==> src/rtl/hyper_burst_splitter.sv <==
// Splits one hyper transfer descriptor into page/max-burst bounded bursts,
// tagging each with first/last/index, with zero-size and abort handling.
module hyper_burst_splitter #(
   parameter int ADDR_WIDTH = 32,
   parameter int L2_AWIDTH  = 12,
   parameter int TRANS_SIZE = 16,
   parameter int ID_WIDTH   = 1
) (
   input  logic                  clk_i,
   input  logic                  rst_i,
   input  logic                  req_valid_i,
   output logic                  req_ready_o,
   input  logic                  req_rw_i,
   input  logic                  req_reg_i,
   input  logic [ADDR_WIDTH-1:0] req_hyper_addr_i,
   input  logic [L2_AWIDTH-1:0]  req_l2_addr_i,
   input  logic [TRANS_SIZE-1:0] req_size_i,
   input  logic [2:0]            req_page_bound_i,
   input  logic [TRANS_SIZE-1:0] req_max_burst_i,
   input  logic [ID_WIDTH:0]     req_id_i,
   input  logic                  abort_i,
   output logic                  burst_valid_o,
   input  logic                  burst_ready_i,
   output logic [ADDR_WIDTH-1:0] burst_hyper_addr_o,
   output logic [L2_AWIDTH-1:0]  burst_l2_addr_o,
   output logic [TRANS_SIZE-1:0] burst_size_o,
   output logic                  burst_rw_o,
   output logic                  burst_reg_o,
   output logic [ID_WIDTH:0]     burst_id_o,
   output logic                  burst_first_o,
   output logic                  burst_last_o,
   output logic [TRANS_SIZE-1:0] burst_idx_o,
   output logic                  busy_o,
   output logic                  done_o
);

   localparam int LW = (TRANS_SIZE > 11) ? TRANS_SIZE : 11;
   localparam logic [ID_WIDTH:0] NO_ID = {1'b1, {ID_WIDTH{1'b0}}};

   typedef enum logic [1:0] {IDLE, BURST, DONE} state_t;

   state_t                state_q, state_d;
   logic [ADDR_WIDTH-1:0] addr_q, addr_d;
   logic [L2_AWIDTH-1:0]  l2_q, l2_d;
   logic [TRANS_SIZE-1:0] rem_q, rem_d;
   logic [TRANS_SIZE-1:0] idx_q, idx_d;
   logic [TRANS_SIZE-1:0] mb_q, mb_d;
   logic [2:0]            pb_q, pb_d;
   logic                  rw_q, rw_d;
   logic                  reg_q, reg_d;
   logic [ID_WIDTH:0]     id_q, id_d;

   logic [10:0]           page_sz, page_off, room_raw;
   logic [LW-1:0]         rem_x, room_x, mb_x, len_x;
   logic [TRANS_SIZE-1:0] len;
   logic                  accept, hs, is_last;

   // Burst length: bounded by remaining bytes, room to the page end and max burst.
   always_comb begin
      page_sz  = 11'd128 << pb_q[1:0];
      page_off = {1'b0, addr_q[9:0]} & (page_sz - 11'd1);
      room_raw = page_sz - page_off;
      rem_x    = LW'(rem_q);
      room_x   = pb_q[2] ? rem_x : LW'(room_raw);
      mb_x     = (mb_q == '0) ? rem_x : LW'(mb_q);
      len_x    = rem_x;
      if (room_x < len_x) len_x = room_x;
      if (mb_x < len_x)   len_x = mb_x;
      len      = reg_q ? rem_q : TRANS_SIZE'(len_x);
   end

   assign accept  = req_valid_i & req_ready_o;
   assign hs      = burst_valid_o & burst_ready_i;
   assign is_last = (rem_q == len);

   always_ff @(posedge clk_i) begin
      if (rst_i) begin
         state_q <= IDLE;
         addr_q  <= '0;
         l2_q    <= '0;
         rem_q   <= '0;
         idx_q   <= '0;
         mb_q    <= '0;
         pb_q    <= '0;
         rw_q    <= 1'b0;
         reg_q   <= 1'b0;
         id_q    <= NO_ID;
      end else begin
         state_q <= state_d;
         addr_q  <= addr_d;
         l2_q    <= l2_d;
         rem_q   <= rem_d;
         idx_q   <= idx_d;
         mb_q    <= mb_d;
         pb_q    <= pb_d;
         rw_q    <= rw_d;
         reg_q   <= reg_d;
         id_q    <= id_d;
      end
   end

   always_comb begin
      state_d = state_q;
      unique case (state_q)
         IDLE:    if (accept) state_d = (req_size_i == '0) ? DONE : BURST;
         BURST:   if (abort_i || (hs && is_last)) state_d = DONE;
         DONE:    state_d = IDLE;
         default: state_d = IDLE;
      endcase
   end

   always_comb begin
      addr_d = addr_q;
      l2_d   = l2_q;
      rem_d  = rem_q;
      idx_d  = idx_q;
      mb_d   = mb_q;
      pb_d   = pb_q;
      rw_d   = rw_q;
      reg_d  = reg_q;
      id_d   = id_q;
      if (accept) begin
         addr_d = req_hyper_addr_i;
         l2_d   = req_l2_addr_i;
         rem_d  = req_size_i;
         idx_d  = '0;
         mb_d   = req_max_burst_i;
         pb_d   = req_page_bound_i;
         rw_d   = req_rw_i;
         reg_d  = req_reg_i;
         id_d   = req_id_i;
      end else if (hs) begin
         // A handshake coinciding with abort still retires its burst.
         addr_d = addr_q + ADDR_WIDTH'(len);
         l2_d   = l2_q + L2_AWIDTH'(len);
         rem_d  = rem_q - len;
         idx_d  = idx_q + 1'b1;
      end else if (state_q == DONE) begin
         id_d   = NO_ID;
      end
   end

   always_comb begin
      req_ready_o   = (state_q == IDLE);
      burst_valid_o = (state_q == BURST);
      busy_o        = (state_q != IDLE);
      done_o        = (state_q == DONE);
   end

   assign burst_hyper_addr_o = addr_q;
   assign burst_l2_addr_o    = l2_q;
   assign burst_size_o       = len;
   assign burst_rw_o         = rw_q;
   assign burst_reg_o        = reg_q;
   assign burst_id_o         = id_q;
   assign burst_first_o      = (idx_q == '0);
   assign burst_last_o       = is_last;
   assign burst_idx_o        = idx_q;

endmodule

==> config.mk <==
export PLATFORM = sky130hd
export DESIGN_NAME = hyper_burst_splitter
export DESIGN_NICKNAME = d
export VERILOG_FILES = /design/src/rtl/hyper_burst_splitter.sv
export SDC_FILE = /design/constraint.sdc
export NUM_CORES = 1
export LEC_CHECK = 0
export BUFFER_PORTS_ARGS = -buffer_cell sky130_fd_sc_hd__clkbuf_2
export CORE_ASPECT_RATIO = 0.9
export CORE_MARGIN = 2
export CORE_UTILIZATION = 62
export CTS_BUF_LIST = sky130_fd_sc_hd__clkbuf_2 sky130_fd_sc_hd__clkbuf_4 sky130_fd_sc_hd__clkbuf_8
export DETAILED_ROUTE_END_ITERATION = 8
export PLACE_DENSITY_LB_ADDON = 0.12
export RECOVER_POWER = 25
export SLEW_MARGIN = 20
export SYNTH_ARGS = -nofsm -noshare
export SYNTH_HDL_FRONTEND = slang
export SYNTH_SLANG_ARGS = --single-unit
==> constraint.sdc <==
create_clock -name clk_i -period 14.1 [get_ports clk_i]
set_input_delay 2.82 -clock clk_i [delete_from_list [all_inputs] [get_ports clk_i]]
set_output_delay 2.82 -clock clk_i [all_outputs]
set_load 0.02 [all_outputs]
After elaboration in Yosys (flattened, before gate mapping)
Cells that the tools add are included.

Add/subtract/negate cells: 6. Magnitude comparators: 2. Equal/unequal tests: 6. Shifts and indexed selects: 1. Muxes and demuxes: 18. Bitwise logic cells: 3. Reduce and logical (&&, ||, !) cells: 12.

Operators by type and width (count): $mux W16 (7); $mux W32 (2); $logic_not A16 Y1 (3); $add A32 B16 Y32 (1); $lt A16 B16 Y1 (2); $mux W12 (2); $add A16 B1 Y16 const B (1); $eq A16 B16 Y1 (1); $sub A16 B16 Y16 (1); $add A12 B12 Y12 (1); $mux W2 (6); $and A10 B11 Y11 (1); $shl A8 B2 Y11 const A (1); $sub A11 B1 Y11 const B (1); $sub A11 B11 Y11 (1); $reduce_bool A2 Y1 (3); $ne A2 B1 Y1 const B (2); $pmux W2 S2 (1); $reduce_and A2 Y1 (2); $and A1 B1 Y1 (2); $eq A2 B1 Y1 const B (1); $eq A2 B2 Y1 const B (1); $logic_not A2 Y1 (1); $ne A2 B2 Y1 const B (1); 3 further kinds (3).

Register bits: 101. Bits of input ports: 88. Output and inout bits: 86.

Longest topological paths before layout
Depth after elaboration: 15. Depth in mapped cells: 42.

Least setup slack after synthesis
OpenSTA, ideal clock, no wires.

Kind: reg2out. Start: register addr_q[2] (netlist: burst_hyper_addr_o[2]). End: output burst_last_o. Arrival: 6.208 ns. Slack: 5.072 ns. Stages on the path, launching flop included: 29. Path buffers: 2. Cells stage by stage: dfxtp_1 -> nor3_1 -> nand3_1 -> or3_1 -> o31ai_1 -> xnor2_1 -> o21ai_0 -> ha_1 -> a21o_1 -> a211oi_2 -> nand2_1 -> o21a_1 -> buf_6 -> mux2i_1 -> ha_1 -> a21oi_1 -> inv_1 -> a2111oi_2 -> nand2_1 -> mux2i_1 -> a311oi_2 -> nor2_1 -> clkbuf_1 -> o21ai_0 -> a21oi_1 -> ha_1 -> and4_1 -> nand3_1 -> nor4_2.

Longest elaborated chain between the ends: 9.

RTL lines: start: declaration (line 43) `logic [ADDR_WIDTH-1:0] addr_q, addr_d;`; start signal: assignment (line 90) `addr_q <= addr_d;`; $and A10 B11 Y11 * (line 61) `page_off = {1'b0, addr_q[9:0]} & (page_sz - 11'd1);`; $sub A11 B11 Y11 * (line 62) `room_raw = page_sz - page_off;`; $mux W16 * (line 64) `room_x = pb_q[2] ? rem_x : LW'(room_raw);`; $lt A16 B16 Y1 (line 67) `if (room_x < len_x) len_x = room_x;`; $mux W16 * (line 67); $lt A16 B16 Y1 (line 68) `if (mb_x < len_x) len_x = mb_x;`; $mux W16 * (line 68); $mux W16 * (line 69) `len = reg_q ? rem_q : TRANS_SIZE'(len_x);`; named net burst_size_o[0] (line 26) `output logic [TRANS_SIZE-1:0] burst_size_o,`; $eq A16 B16 Y1 * (line 74) `assign is_last = (rem_q == len);`; end: declaration (line 31) `output logic burst_last_o,`.

Mark *: on every way through the listed nets, which the timed path passes. The rest lies on a longest branch.

Final worst setup path
Start: register addr_q[2] (netlist: burst_hyper_addr_o[2]). End: output burst_last_o.

Longest elaborated chain between the ends: 9.

RTL lines (line): $and A10 B11 Y11 * (61); $sub A11 B11 Y11 * (62); $mux W16 * (64); $lt A16 B16 Y1 (67); $mux W16 * (67); $lt A16 B16 Y1 (68); $mux W16 * (68); $mux W16 * (69); $eq A16 B16 Y1 * (74).

Mark *: on every way between the ends. The rest lies on a longest branch, timed or not.

==> results.cfg <==
[clock_tree]
holdBufCountCts = 0
cts.reportedPaths.clkPinSlew_ns = 0.10
worstSkewPairLatency_ns = 0.41
cts_tree = built
root_buffer = clkbuf_8
cts_setup_buffers = 0
cts-resized-gates = 0
cts_made_buffers = 9
h-tree-depth = 3
ctsLongestPathBuffers = 2
cts.sinks = 101

[synthesis]
ys_types = 68
synth_cells = 1057
synth.area.top_cells = dfxtp_1 (25%), ha_1 (11%), nand2_1 (7.0%), a21oi_1 (6.9%), nor2_1 (4.3%)
syn_nets = 1218
synth.top_cell.area_share_pct = 25.48
synth_commonest_cells = nand2_1 (147), a21oi_1 (109), dfxtp_1 (101)
synth_edf_count = 0
synth-seq-area-share_pct = 25.48
ys_warn_count = 0
synth_most_common_cell = nand2_1
synth_top_area_cell = dfxtp_1
synth_area_um2 = 7934
synth_ff_type = dfxtp_1
synth-async-reset-ratio_pct = 0
avgSynthCellArea_um2 = 7.506
ys_seq_elements = 101

[critical_path]
cp.arrival_ns = 7.77
path_common_cell = ha_1
cp_num_buf_inv = 2
cp.required_ns = 11.28
cp-start-kind = register
critPathMaxStageDelay_ns = 0.71
crit_slowest_cell = nor2_1
cp_max_fo = 13
worstSetupEndpointType = output port
path_delay_family = simple AND/OR/NAND/NOR gates
crit_type = register to output port

[floorplan]
die_w_um = 123.2
start_util_pct = 63.02
die_h_um = 111.3
core_area_um2 = 12590
rows = 39
pin_count = 174
dieArea_um2 = 13720

[route]
vias = 8528
wl_per_cell_um = 17.62
ant_nets = 0
wl_um = 24090
drcViolationCount = 0
avgViaCountPerCell = 6.238
drtPass1Iterations = 5
drt_iter0_drc = 678

[layout]
fin_nets = 1359
diodes = 0
finalNonFillerCells = 1367
syn2layout_area_growth_pct = 14.02
drive_above_1_share_pct = 16.13

[placement]
placed_cells = 1351
portBuffers = 173
hpwl_um = 18130
gp_congestion = 0.9676

[global_route]
antenna_found_initial = 0
globalRouteTotalUtil_pct = 35.58
grt_pass1_vias = 7978
grt_first_pass_wirelength_um = 39180
grt_max_degree = 77
overflow = 0

[sta]
setup_tns_ns = 0
setup_violations = 0
finalHoldViolCount = 0
tightest_slew_ns = 1.950
slew_headroom_pct = -30.00
post-route-period-util_pct = 75.09
rsz0062_at_grt = no
final_max_slew_viol_count = 43
min_period_ns = 10.59
skew_ns = 0.01098
fmax_mhz = 94.45

[power]
ir_worst_vdd_mv = 0.07635
p_per_area_nw_per_um2 = 157.2
leakagePower_nw = 4.066

[run_status]
outcome = finished, violations left
violations = capacitance limit, slew limit

[flow_run]
drv_cap = 1

[min_path]
worst_hold_path_type = register to register
-- sequential cells by signal (all words and copies together), names as in the netlist --
name                count
state_q                 2
burst_id_o              2
burst_reg_o             1
burst_idx_o            16
rem_q                  16
pb_q                    3
burst_l2_addr_o        12
burst_rw_o              1
mb_q                   16
burst_hyper_addr_o     32
-- worst register-to-register path: cells and delay by family (launching register included) --
family	cells	cell delay, ns
DFF	1	0.39
AOI/OAI and AO/OA	15	4.57
buffers and inverters	1	0.10
and+or+nand+nor	9	2.41
adders and majority gates	3	0.96
muxes	3	0.87
xor gates and xnor gates	1	0.18
-- layer usage --
layer | track usage (%) | vias up | part of all wire [%]
met1 | 48.15 | 3959 | 43
met5 | 0 | - | 0
li1 | - | 4126 | -
met4 | 12.95 | 0 | 3.5
met2 | 55.16 | 378 | 45
met3 | 8.128 | 65 | 8.0
-- metrics by stage --
| step | worst slack, ns | hold WS, ns | area (um^2) | power, mW | util [%] |
|---|---|---|---|---|---|
| floorplan | 5.072 | 0.4487 | 7934 | 0.9911 | - |
| global placement | 4.429 | 0.4466 | 8869 | 1.189 | 70.44 |
| detailed placement | 4.186 | 0.4556 | 8869 | 1.205 | 70.44 |
| CTS | 3.658 | 0.4709 | 9081 | 1.414 | 72.13 |
| global route | 3.117 | 0.5030 | 9046 | 1.529 | 71.85 |
| finish | 3.512 | 0.4645 | 9046 | 1.422 | 71.85 |
-- kinds of logic after synthesis --
| family | Yosys count | share of synthesized area (%) |
|---|---|---|
| AOI/OAI and AO/OA | 332 | 27.72 |
| xor gates and xnor gates | 43 | 4.747 |
| adders and majority gates | 73 | 11.80 |
| buffers and inverters | 104 | 5.046 |
| DFF | 101 | 25.48 |
| muxes | 19 | 2.571 |
| and+or+nand+nor | 385 | 22.63 |
-- cells in the final DEF (no fill, tap or decap), types with 6 or more instances in the layout --
| master | instances |
|---|---|
| a211oi_1 | 7 |
| clkbuf_2 | 145 |
| a21oi_1 | 109 |
| and3_1 | 10 |
| xor2_1 | 23 |
| o211ai_1 | 14 |
| clkbuf_1 | 28 |
| nand2_1 | 147 |
| nor2_1 | 89 |
| a21boi_0 | 9 |
| a21o_1 | 37 |
| nand4_1 | 9 |
| a221oi_1 | 12 |
| xnor2_1 | 20 |
| dfxtp_1 | 101 |
| inv_1 | 54 |
| nor2b_1 | 12 |
| nand2b_1 | 6 |
| clkbuf_8 | 10 |
| nand3_1 | 33 |
| mux2i_1 | 11 |
| mux2_2 | 7 |
| buf_4 | 7 |
| o21ai_0 | 48 |
| a31oi_1 | 12 |
| a22oi_1 | 31 |
| nor3_1 | 23 |
| ha_1 | 70 |
| o21a_1 | 8 |
| nor4_1 | 13 |
| or3_1 | 15 |
-- final cells by class --
class | count | area, um^2
multi-input cells | 852 | 5520
clock inverters | 5 | 67.56
fillers | 1101 | 3543
flip-flops and latches | 101 | 2022
clock buffers | 11 | 145.1
inverters | 54 | 202.7
well taps | 164 | 205.2
repair buffers | 180 | 883.3
-- final timing paths --
kind                                 end  cells past startpoint                   from  slack, ns
setup / recovery            burst_last_o                     27  burst_hyper_addr_o[2]       3.51
hold / removal                burst_rw_o                      2             burst_rw_o       0.46
setup reg to reg  burst_hyper_addr_o[27]                     32  burst_hyper_addr_o[2]       4.57
hold reg to reg               burst_rw_o                      2             burst_rw_o       0.46
-- report_power, final --
| part | leakage (nW) | total [mW] | internal [mW] | switching, mW |
|---|---|---|---|---|
| Sequential | 0.828 | 0.359 | 0.314 | 0.0452 |
| Combinational | 3.13 | 0.856 | 0.334 | 0.522 |
| Clock | 0.109 | 0.207 | 0.0915 | 0.115 |
| Total | 4.07 | 1.42 | 0.740 | 0.682 |
Note: power is estimated with default switching activity, not from simulation.
